## config.mk

```make
export PLATFORM = sky130hd
export DESIGN_NAME = hilo_mdu_seq
export DESIGN_NICKNAME = d
export VERILOG_FILES = /design/src/rtl/hilo_mdu_seq.sv
export SDC_FILE = /design/constraint.sdc
export NUM_CORES = 1
export LEC_CHECK = 0
export CORE_MARGIN = 1.5
export CORE_UTILIZATION = 30
export CTS_CLUSTER_DIAMETER = 30
export DETAILED_ROUTE_END_ITERATION = 8
export PLACE_DENSITY = 0.58
export SLEW_MARGIN = 20
export SYNTH_ARGS = -nofsm -noshare
export SYNTH_HDL_FRONTEND = slang
export SYNTH_SLANG_ARGS = --single-unit
export TNS_END_PERCENT = 100
```

## constraint.sdc

```tcl
create_clock -name clk -period 12.29 [get_ports clk]
set_clock_uncertainty 0.2 [all_clocks]
set_input_delay 2.458 -clock clk [delete_from_list [all_inputs] [get_ports clk]]
set_output_delay 2.458 -clock clk [all_outputs]
set_load 0.03 [all_outputs]
```

## src/rtl/hilo_mdu_seq.sv

```systemverilog
// Multi-cycle MULT/MULTU/DIV/DIVU sequencer producing HI/LO beside the E-stage ALU.
// Define MDU_FAST_MUL_EN for single-cycle multiply; divide always iterates.
module hilo_mdu_seq #(
  parameter int W = 32
) (
  input  logic         clk,
  input  logic         rst,
  input  logic         start_i,
  input  logic [1:0]   op_i,
  input  logic [W-1:0] a_i,
  input  logic [W-1:0] b_i,
  input  logic         flush_i,
  output logic         stall_o,
  output logic         done_o,
  output logic [W-1:0] hi_o,
  output logic [W-1:0] lo_o,
  output logic [1:0]   hregwrite_o
);

  localparam int CW = $clog2(W);

  typedef enum logic [1:0] {IDLE, RUN, DONE} state_t;

  state_t         state;
  logic [CW-1:0]  cnt;
  logic [2*W-1:0] acc;
  logic [W-1:0]   opnd;
  logic [W-1:0]   aRaw;
  logic           divOp;
  logic           negQ;
  logic           negR;
  logic           divZero;

  logic           inSigned;
  logic           aNeg;
  logic           bNeg;
  logic [W-1:0]   aAbs;
  logic [W-1:0]   bAbs;

  logic [W:0]     mulSum;
  logic [W:0]     divShift;
  logic [W:0]     divDiff;
  logic [2*W-1:0] nxtAcc;
  logic [W-1:0]   quo;
  logic [W-1:0]   rem;
  logic [2*W-1:0] result;

`ifdef MDU_FAST_MUL_EN
  logic [2*W-1:0] aExt;
  logic [2*W-1:0] bExt;
  logic [2*W-1:0] fastProd;

  // Sign-extended 2W product truncated to 2W is exact for both MULT and MULTU.
  always_comb begin
    aExt = op_i[0] ? {{W{1'b0}}, a_i} : {{W{a_i[W-1]}}, a_i};
    bExt = op_i[0] ? {{W{1'b0}}, b_i} : {{W{b_i[W-1]}}, b_i};
    fastProd = aExt * bExt;
  end
`endif

  always_comb begin
    inSigned = ~op_i[0];
    aNeg = inSigned & a_i[W-1];
    bNeg = inSigned & b_i[W-1];
    aAbs = aNeg ? -a_i : a_i;
    bAbs = bNeg ? -b_i : b_i;
  end

  // acc: multiply {partial, multiplier}; divide {remainder, quotient}.
  always_comb begin
    mulSum = {1'b0, acc[2*W-1:W]} + {1'b0, (acc[0] ? opnd : '0)};
    divShift = {acc[2*W-1:W], acc[W-1]};
    divDiff = divShift - {1'b0, opnd};
    nxtAcc = '0;
    if (!divOp) begin
      nxtAcc = {mulSum, acc[W-1:1]};
    end else if (!divDiff[W]) begin
      nxtAcc = {divDiff[W-1:0], acc[W-2:0], 1'b1};
    end else begin
      nxtAcc = {divShift[W-1:0], acc[W-2:0], 1'b0};
    end
    quo = nxtAcc[W-1:0];
    rem = nxtAcc[2*W-1:W];
    result = '0;
    if (!divOp) begin
      result = negQ ? -nxtAcc : nxtAcc;
    end else if (divZero) begin
      result = {aRaw, {W{1'b1}}};
    end else begin
      result = {(negR ? -rem : rem), (negQ ? -quo : quo)};
    end
  end

  assign stall_o = (state == IDLE && start_i && !flush_i) ||
                   (state == RUN);

  always_ff @(posedge clk or posedge rst) begin
    if (rst) begin
      state       <= IDLE;
      cnt         <= '0;
      acc         <= '0;
      opnd        <= '0;
      aRaw        <= '0;
      divOp       <= 1'b0;
      negQ        <= 1'b0;
      negR        <= 1'b0;
      divZero     <= 1'b0;
      hi_o        <= '0;
      lo_o        <= '0;
      done_o      <= 1'b0;
      hregwrite_o <= 2'b00;
    end else begin
      done_o      <= 1'b0;
      hregwrite_o <= 2'b00;
      unique case (state)
        IDLE: begin
          if (start_i && !flush_i) begin
`ifdef MDU_FAST_MUL_EN
            if (!op_i[1]) begin
              {hi_o, lo_o} <= fastProd;
              done_o       <= 1'b1;
              hregwrite_o  <= 2'b11;
              state        <= DONE;
            end else
`endif
            begin
              divOp   <= op_i[1];
              negQ    <= aNeg ^ bNeg;
              negR    <= aNeg;
              divZero <= (b_i == '0);
              aRaw    <= a_i;
              opnd    <= op_i[1] ? bAbs : aAbs;
              acc     <= {{W{1'b0}}, (op_i[1] ? aAbs : bAbs)};
              cnt     <= CW'(W - 1);
              state   <= RUN;
            end
          end
        end
        RUN: begin
          if (flush_i) begin
            state <= IDLE;
          end else begin
            acc <= nxtAcc;
            if (cnt == '0) begin
              {hi_o, lo_o} <= result;
              done_o       <= 1'b1;
              hregwrite_o  <= 2'b11;
              state        <= DONE;
            end else begin
              cnt <= cnt - 1'b1;
            end
          end
        end
        DONE: state <= IDLE;
        default: state <= IDLE;
      endcase
    end
  end

endmodule

```

Word level (Yosys, flattened, before mapping):

Cells that the tools add are included.

* bits in registers: 206
* input bits: 70
* output and inout port bits: 68
* logic and storage cells: 74

* add/sub/neg operators: 8
* equal/unequal tests: 5
* muxes and demuxes: 29
* bitwise operators: 5
* reduce and logical (&&, ||, !) cells: 14

Operators with widths (number)
* 2-to-1 mux 64 bit: 7
* 2-to-1 mux 32 bit: 7
* negator 32 bit: 4
* one-hot mux 64 bit (2 select lines): 1
* negator 64 bit: 1
* adder 32 x 32 -> 33 bit: 1
* subtractor 33 x 32 -> 33 bit: 1
* logical NOT 32 bit: 1
* 2-to-1 mux 5 bit: 3
* 2-to-1 mux 2 bit: 6
* one-hot mux 5 bit (2 select lines): 1
* AND reduction 3 bit: 2
* logical NOT 5 bit: 1
* subtractor 5 x 1 -> 5 bit, second input constant: 1
* inequality test 2 bit, second input constant: 2
* one-hot mux 2 bit (2 select lines): 1
* AND reduction 2 bit: 2
* AND reduction 4 bit: 1
* logical AND 1 bit: 3
* 2-to-1 mux 1 bit: 3
* inequality test 3 x 2 -> 1 bit, second input constant: 1
* AND 1 bit: 2
* equality test 2 x 1 -> 1 bit, second input constant: 1
* logical NOT 2 bit: 1
* 6 further kinds: 7

Logic depth before layout (Yosys ltp):

Gate-level depths: netlist of run 1.

* depth in word-level cells: 7
* mapped depth: 24
* mapped depth without buffers: 22

Least setup slack after synthesis of run 1:

Ideal clock, no wire load.

* kind: in2out
* from: input port flush_i
* to: output port stall_o
* arrival time: 3857 ps
* data required time: 9632 ps
* path slack: 5775 ps
* stages: 5
* buffers on the path: 3
* cell sequence: or4b_2 -> clkbuf_1 -> clkbuf_1 -> clkbuf_1 -> nand2_1

* longest elaborated chain between the ends: 3

Ends and longest elaborated chain
* start, declared: RTL line 12 `input logic flush_i,`
* logical NOT 1 bit: RTL line 94 `assign stall_o = (state == IDLE && start_i && !flush_i) ||`
* logical AND 1 bit: RTL line 94
* logical OR 1 bit: RTL line 94
* end, declared: RTL line 13 `output logic stall_o,`

No other way between the ends.

Final worst setup path of run 1:

Same ends and word-level chain as after synthesis.

==> impl_metrics.py, run 1 <==
metrics = {
    "global_routing": {
        "use_met2_pct": 38.1,
        "grt_use_met3_pct": 3.94,
        "grt_max_degree": 101,
        "overflow": 0,
        "antenna_found_initial": 2,
        "grt_use_met1_pct": 32.4,
        "top_usage_layer": "met2",
        "grt_pass1_vias": 17434,
        "track_usage_pct": 24.2,
        "grt_pass1_wl_mm": 110,
    },
    "worst_setup_path": {
        "arrival_ns": 4.75,
        "worstSetupPathType": "in -> out",
        "worstPathRequired_ns": 9.63,
        "cp-start-kind": "primary input",
        "end_kind": "primary output",
        "crit_fanout": 97,
    },
    "synthesis": {
        "ys_warn_count": 0,
        "synth_edf_count": 0,
        "synth_top_cell_by_area": "dfrtp_1",
        "synth.area.top_cells": "dfrtp_1 (29%), nand2_1 (7.8%), xnor2_1 (5.6%)",
        "syn_avg_cell_area_sq_um": 7.79,
        "synthCells": 2259,
        "yosysUniqueCellTypes": 95,
        "ys_seq_elements": 204,
        "yosysSeqAreaShare_pct": 29.0,
        "syn-num-nets": 2401,
        "netlist_area_sq_um": 17600,
        "synthFlopType": "dfrtp_1",
        "synthArstFlopShare_pct": 100,
        "synth.top_cell.area_share_pct": 29.0,
    },
    "detailed_routing": {
        "vias": 18008,
        "ant_nets": 0,
        "wirelength_mm": 73.1,
        "drt_first_pass_iters": 8,
        "wire_per_inst_um": 23.2,
        "drt-initial-drc-count": 1785,
        "drcViolationCount": 0,
        "viasPerCell": 5.71,
    },
    "floorplan": {
        "die_h_um": 245,
        "core_area_sq_um": 57800,
        "initial_utilization_pct": 30.4,
        "fp-row-count": 88,
        "die-area_sq_um": 60100,
        "pin_count": 138,
        "die_w_um": 245,
    },
    "timing": {
        "setup_violations": 0,
        "period_share_pct": 60.3,
        "tightest_slew_ns": 1.22,
        "final-max-slew-violation-count": 0,
        "holdWs_ns": 0.280,
        "hold_violations": 0,
        "slew_headroom_pct": 17.7,
        "layout_min_cycle_time_ns": 7.41,
        "max_freq_ghz": 0.135,
        "rsz0062_at_grt": "no",
        "setup-tns-final_ns": 0,
    },
    "placement": {
        "placed_cells": 3049,
        "gp_congestion": 0.996,
        "placement.io_buffers": 137,
        "placed_area_sq_um": 19600,
        "dp_hpwl_mm": 55.6,
    },
    "cells_and_area": {
        "layout_commonest_cell": "nand2_1",
        "mostFrequentLayoutCells": "nand2_1 (364), dfrtp_1 (201), o21ai_0 (181)",
        "area_growth_pct": 23.1,
        "nNetsFinal": 2486,
        "stdcell_area_sq_um": 21700,
        "diodes": 0,
        "fin_cells": 3155,
        "drive_gt1_share_pct": 8.16,
        "utilization_pct": 37.5,
    },
    "clocking": {
        "htreeDepth": 2,
        "cts_hold_buf": 0,
        "cts_buffer_depth": 3,
        "cts_setup_buffers": 0,
        "insertion_delay_ns": 0.63,
        "cts-root-buf": "clkbuf_16",
        "clock-sinks": 204,
        "cts_made_buffers": 57,
        "cts_tree": "yes",
        "cts.clk_slew.worst_paths_ns": 0.04,
        "cts-resized-gates": 0,
    },
    "run": {
        "cap_viol_max_count": 0,
    },
    "power": {
        "p_leak_nw": 9.07,
        "power_density_nw_per_um2": 249,
        "max-vdd-ir-drop_v": 0.000133,
    },
    "run_status": {
        "run_status": "finished, final reports clean",
    },
    "worst_hold_path": {
        "hp-class": "reg -> reg",
    },
}
[state kept, by name (all words and copies together), names as in the netlist]
signal       flops
aRaw            32
acc             64
cnt              5
divOp            1
divZero          1
hi_o            32
hregwrite_o      1
lo_o            32
negQ             1
negR             1
opnd            32
state            2
[cells by family (layout without fill, tap and decap cells)]
group	after synthesis	in the layout	synth area share, %
fa+ha+maj	72	72	5.21
mux	57	57	3.39
compound gates	683	683	26.0
simple gates	827	827	21.8
buf+inv	227	358	5.17
flops	204	204	29.0
xor+xnor	189	189	9.41
[cell type report]
cell class,count,area [sq um]
clock inverter,31,457
inverter,86,330
clock buffer,74,1600
timing repair buffer,167,1590
sequential,204,5110
tap,765,957
multi-input combinational,1828,11600
fill,5922,36200
[routing by layer]
layer	up-vias	share of wire, %
li1	8306	-
met2	803	45
met1	8757	43
met4	0	4.7
met3	142	7.9
met5	-	0
[cell usage after synthesis, drive strengths merged, types with 50 or more instances]
master	instances
xnor2	112
ha	70
mux2i	50
o21ai	191
dfrtp	204
a21oi	179
nand2	366
nor3	58
inv	85
xor2	77
clkbuf	107
nor2	174
[report_power, final]
group	internal, mW	total, mW	switching (mW)
Clock	1.12	1.59	0.470
Sequential	0.810	1.00	0.194
Combinational	0.986	2.81	1.82
[path summary, 6_finish.rpt]
kind	start	to	slack, ns	cells past startpoint
worst max-delay path	flush_i	stall_o	4.88	4
worst min-delay path	hi_o[27]	hi_o[27]	0.28	2
worst max register to register	opnd[17]	hi_o[26]	5.81	18
worst min register to register	hi_o[27]	hi_o[27]	0.28	2
max in group asynchronous	rst	divOp	8.14	3
min in group asynchronous	rst	hi_o[25]	2.12	2
[critical path, stage by stage]
cell and delay [ns]:
clkdlybuf4s50_1 0.46, or4b_4 0.90, nand2_1 0.23, clkdlybuf4s50_1 0.70
[stage by stage]
stage / power (mW) / setup slack, ns
after global routing: 5.70 / 4.71
after detailed placement: 3.75 / 4.84
final: 5.40 / 4.88
after floorplan: 2.89 / 4.06
after CTS: 5.36 / 4.81
after global placement: 3.73 / 4.86
No activity file was read; power rests on OpenSTA's default activity.
==> run 2: changes to the inputs <==
--- a/config.mk
+++ b/config.mk
@@ -9,7 +9,7 @@
 export CORE_UTILIZATION = 30
 export CTS_CLUSTER_DIAMETER = 30
 export DETAILED_ROUTE_END_ITERATION = 8
-export PLACE_DENSITY = 0.58
+export PLACE_DENSITY = 0.59
 export SLEW_MARGIN = 20
 export SYNTH_ARGS = -nofsm -noshare
 export SYNTH_HDL_FRONTEND = slang
==> constraint.sdc (replaced) <==
create_clock -name clk -period 6.5 [get_ports clk]
set_clock_uncertainty 0.2 [all_clocks]
set_input_delay 1.3 -clock clk [delete_from_list [all_inputs] [get_ports clk]]
set_output_delay 1.3 -clock clk [all_outputs]
set_load 0.03 [all_outputs]
==> impl_metrics.py, run 2 (synthesized netlist as in run 1, its figures left out) <==
metrics = {
    "timing": {
        "hold_violations": 0,
        "rsz0062_at_grt": "no",
        "holdWs_ns": 0.275,
        "setup_violations": 0,
        "setup-tns-final_ns": 0,
        "final-max-slew-violation-count": 0,
        "slew_headroom_pct": 21.7,
        "tightest_slew_ns": 1.16,
        "period_share_pct": 91.8,
        "layout_min_cycle_time_ns": 5.97,
        "max_freq_ghz": 0.168,
    },
    "cells_and_area": {
        "largest_reg_flops": 64,
        "utilization_pct": 37.7,
        "multi_input_area_sq_um": 11600,
        "regMostFlops": "acc",
        "fillers": 5991,
        "area_growth_pct": 23.8,
        "drive_gt1_share_pct": 8.88,
        "diodes": 0,
        "mostFrequentLayoutCells": "nand2_1 (364), dfrtp_1 (201), o21ai_0 (181)",
        "nNetsFinal": 2506,
        "seqCellArea_sq_um": 5110,
        "layout_commonest_cell": "nand2_1",
    },
    "floorplan": {
        "die-area_sq_um": 60100,
        "fp-row-count": 88,
        "die_h_um": 245,
        "pin_count": 138,
        "core_area_sq_um": 57800,
        "die_w_um": 245,
        "initial_utilization_pct": 30.4,
    },
    "run": {
        "cap_viol_max_count": 0,
    },
    "detailed_routing": {
        "drt_first_pass_iters": 9,
        "drt-initial-drc-count": 1974,
        "drcViolationCount": 0,
        "wirelength_mm": 77.8,
        "ant_nets": 0,
        "viasPerCell": 5.77,
        "wire_per_inst_um": 24.5,
        "vias": 18330,
    },
    "power": {
        "p_total_mw": 10.4,
        "power_density_nw_per_um2": 480,
        "max-vdd-ir-drop_v": 0.000299,
        "p_leak_nw": 9.12,
    },
    "worst_setup_path": {
        "end_kind": "flip-flop",
        "worstPathRequired_ns": 6.75,
        "crit_fanout": 16,
        "cp-start-kind": "flip-flop",
        "critPathSlowestCell": "dfrtp_1",
        "worstSetupPathType": "reg -> reg",
        "arrival_ns": 6.22,
        "slowest_delay_ns": 0.63,
        "crit_path_cell_trace": "and2_1, ha_1, fa_1, a21o_1, a31o_2, a211oi_1, a2111oi_0, buf_4, a21o_1, a221oi_1, mux2i_1, and4_1, nand4bb_1, o41ai_2, xor2_1, mux2i_1, o211ai_2",
    },
    "clocking": {
        "cts_made_buffers": 55,
        "cts_tree": "yes",
        "cts.clk_slew.worst_paths_ns": 0.05,
        "cts_setup_buffers": 0,
        "cts-root-buf": "clkbuf_16",
        "cts_hold_buf": 0,
        "htreeDepth": 2,
        "clock-sinks": 204,
        "insertion_delay_ns": 0.64,
        "cts-resized-gates": 0,
        "cts_buffer_depth": 3,
    },
    "global_routing": {
        "overflow": 0,
        "grt_max_degree": 101,
        "track_usage_pct": 25.6,
        "antenna_found_initial": 2,
        "grt_pass1_vias": 17623,
        "grt_pass1_wl_mm": 115,
    },
    "worst_hold_path": {
        "hp-class": "reg -> reg",
    },
    "placement": {
        "placement.io_buffers": 137,
        "dp_hpwl_mm": 60.0,
        "gp_congestion": 1.08,
    },
    "run_status": {
        "run_status": "finished, final reports clean",
    },
}
run 2: cell count changes in the layout (fill, tap and decap cells not counted), moves of 3 or more:
cell        before  now
buf_4           29   51
clkbuf_16       58   55
clkbuf_8         9    5
clkinv_2        15   12
clkinv_4         1    4
clkinvlp_4       3    7
run 2: layout make-up:
type                    instances  share of cell area (%)
multi-input cells            1828                    53.3
clock inverters                35                    2.44
clock buffers                  68                    6.78
well taps                     765                    4.40
repair buffers                189                    8.13
flip-flops and latches        204                    23.5
inverters                      86                    1.50
run 2: worst paths after layout:
path | slack [ns] | depth (start not counted) | startpoint | to
worst max-delay path | 0.53 | 17 | acc[0] | hi_o[31]
worst min-delay path | 0.28 | 2 | aRaw[23] | aRaw[23]
worst max register to register | 0.53 | 17 | acc[0] | hi_o[31]
worst min register to register | 0.28 | 2 | aRaw[23] | aRaw[23]
max in group asynchronous | 3.80 | 3 | rst | divOp
min in group asynchronous | 0.94 | 2 | rst | hi_o[17]
run 2: per-layer routing:
metal / vias to the layer above / global-route usage (%) / part of all wire [%] / routed length (um)
li1: 8351 / - / - / -
met1: 8966 / 33.9 / 42 / 32800
met2: 852 / 41.0 / 46 / 35600
met3: 161 / 4.14 / 7.6 / 5910
met4: 0 / 10.9 / 4.5 / 3520
met5: - / 0 / 0 / 0
run 2: where the power goes:
part           internal (mW)  leakage, nW  switching (mW)
clock                   2.01        0.963           0.923
combinational           1.96         5.51            3.65
sequential              1.53         2.64           0.385
run 2: metrics by stage:
step           instance area, sq um  setup slack (ns)  cells
3_5_place_dp                  19800             0.703   3072
5_1_grt                       21800             0.239   3175
3_3_place_gp                  19800             0.811   3072
2_1_floorplan                 17600              1.40   2259
6_report                      21800             0.530   3175
4_1_cts                       21800             0.675   3175
run 2: worst max-delay path, delay by kind of cell, from the launching register on:
| kind | cells | cell delay (ns) |
|---|---|---|
| AOI/OAI and AO/OA | 8 | 2.52 |
| xor gates and xnor gates | 1 | 0.10 |
| adders and majority gates | 2 | 0.65 |
| buffers and inverters | 1 | 0.23 |
| DFF | 1 | 0.63 |
| muxes | 2 | 0.48 |
| and+or+nand+nor | 3 | 1.01 |
==> run 3: changes to the inputs <==
--- a/config.mk
+++ b/config.mk
@@ -14,4 +14,4 @@
 export SYNTH_ARGS = -nofsm -noshare
 export SYNTH_HDL_FRONTEND = slang
 export SYNTH_SLANG_ARGS = --single-unit
-export TNS_END_PERCENT = 100
+export TNS_END_PERCENT = 30
==> results of run 3 <==
Final layout, timing and power as in run 2 (identical DEF).
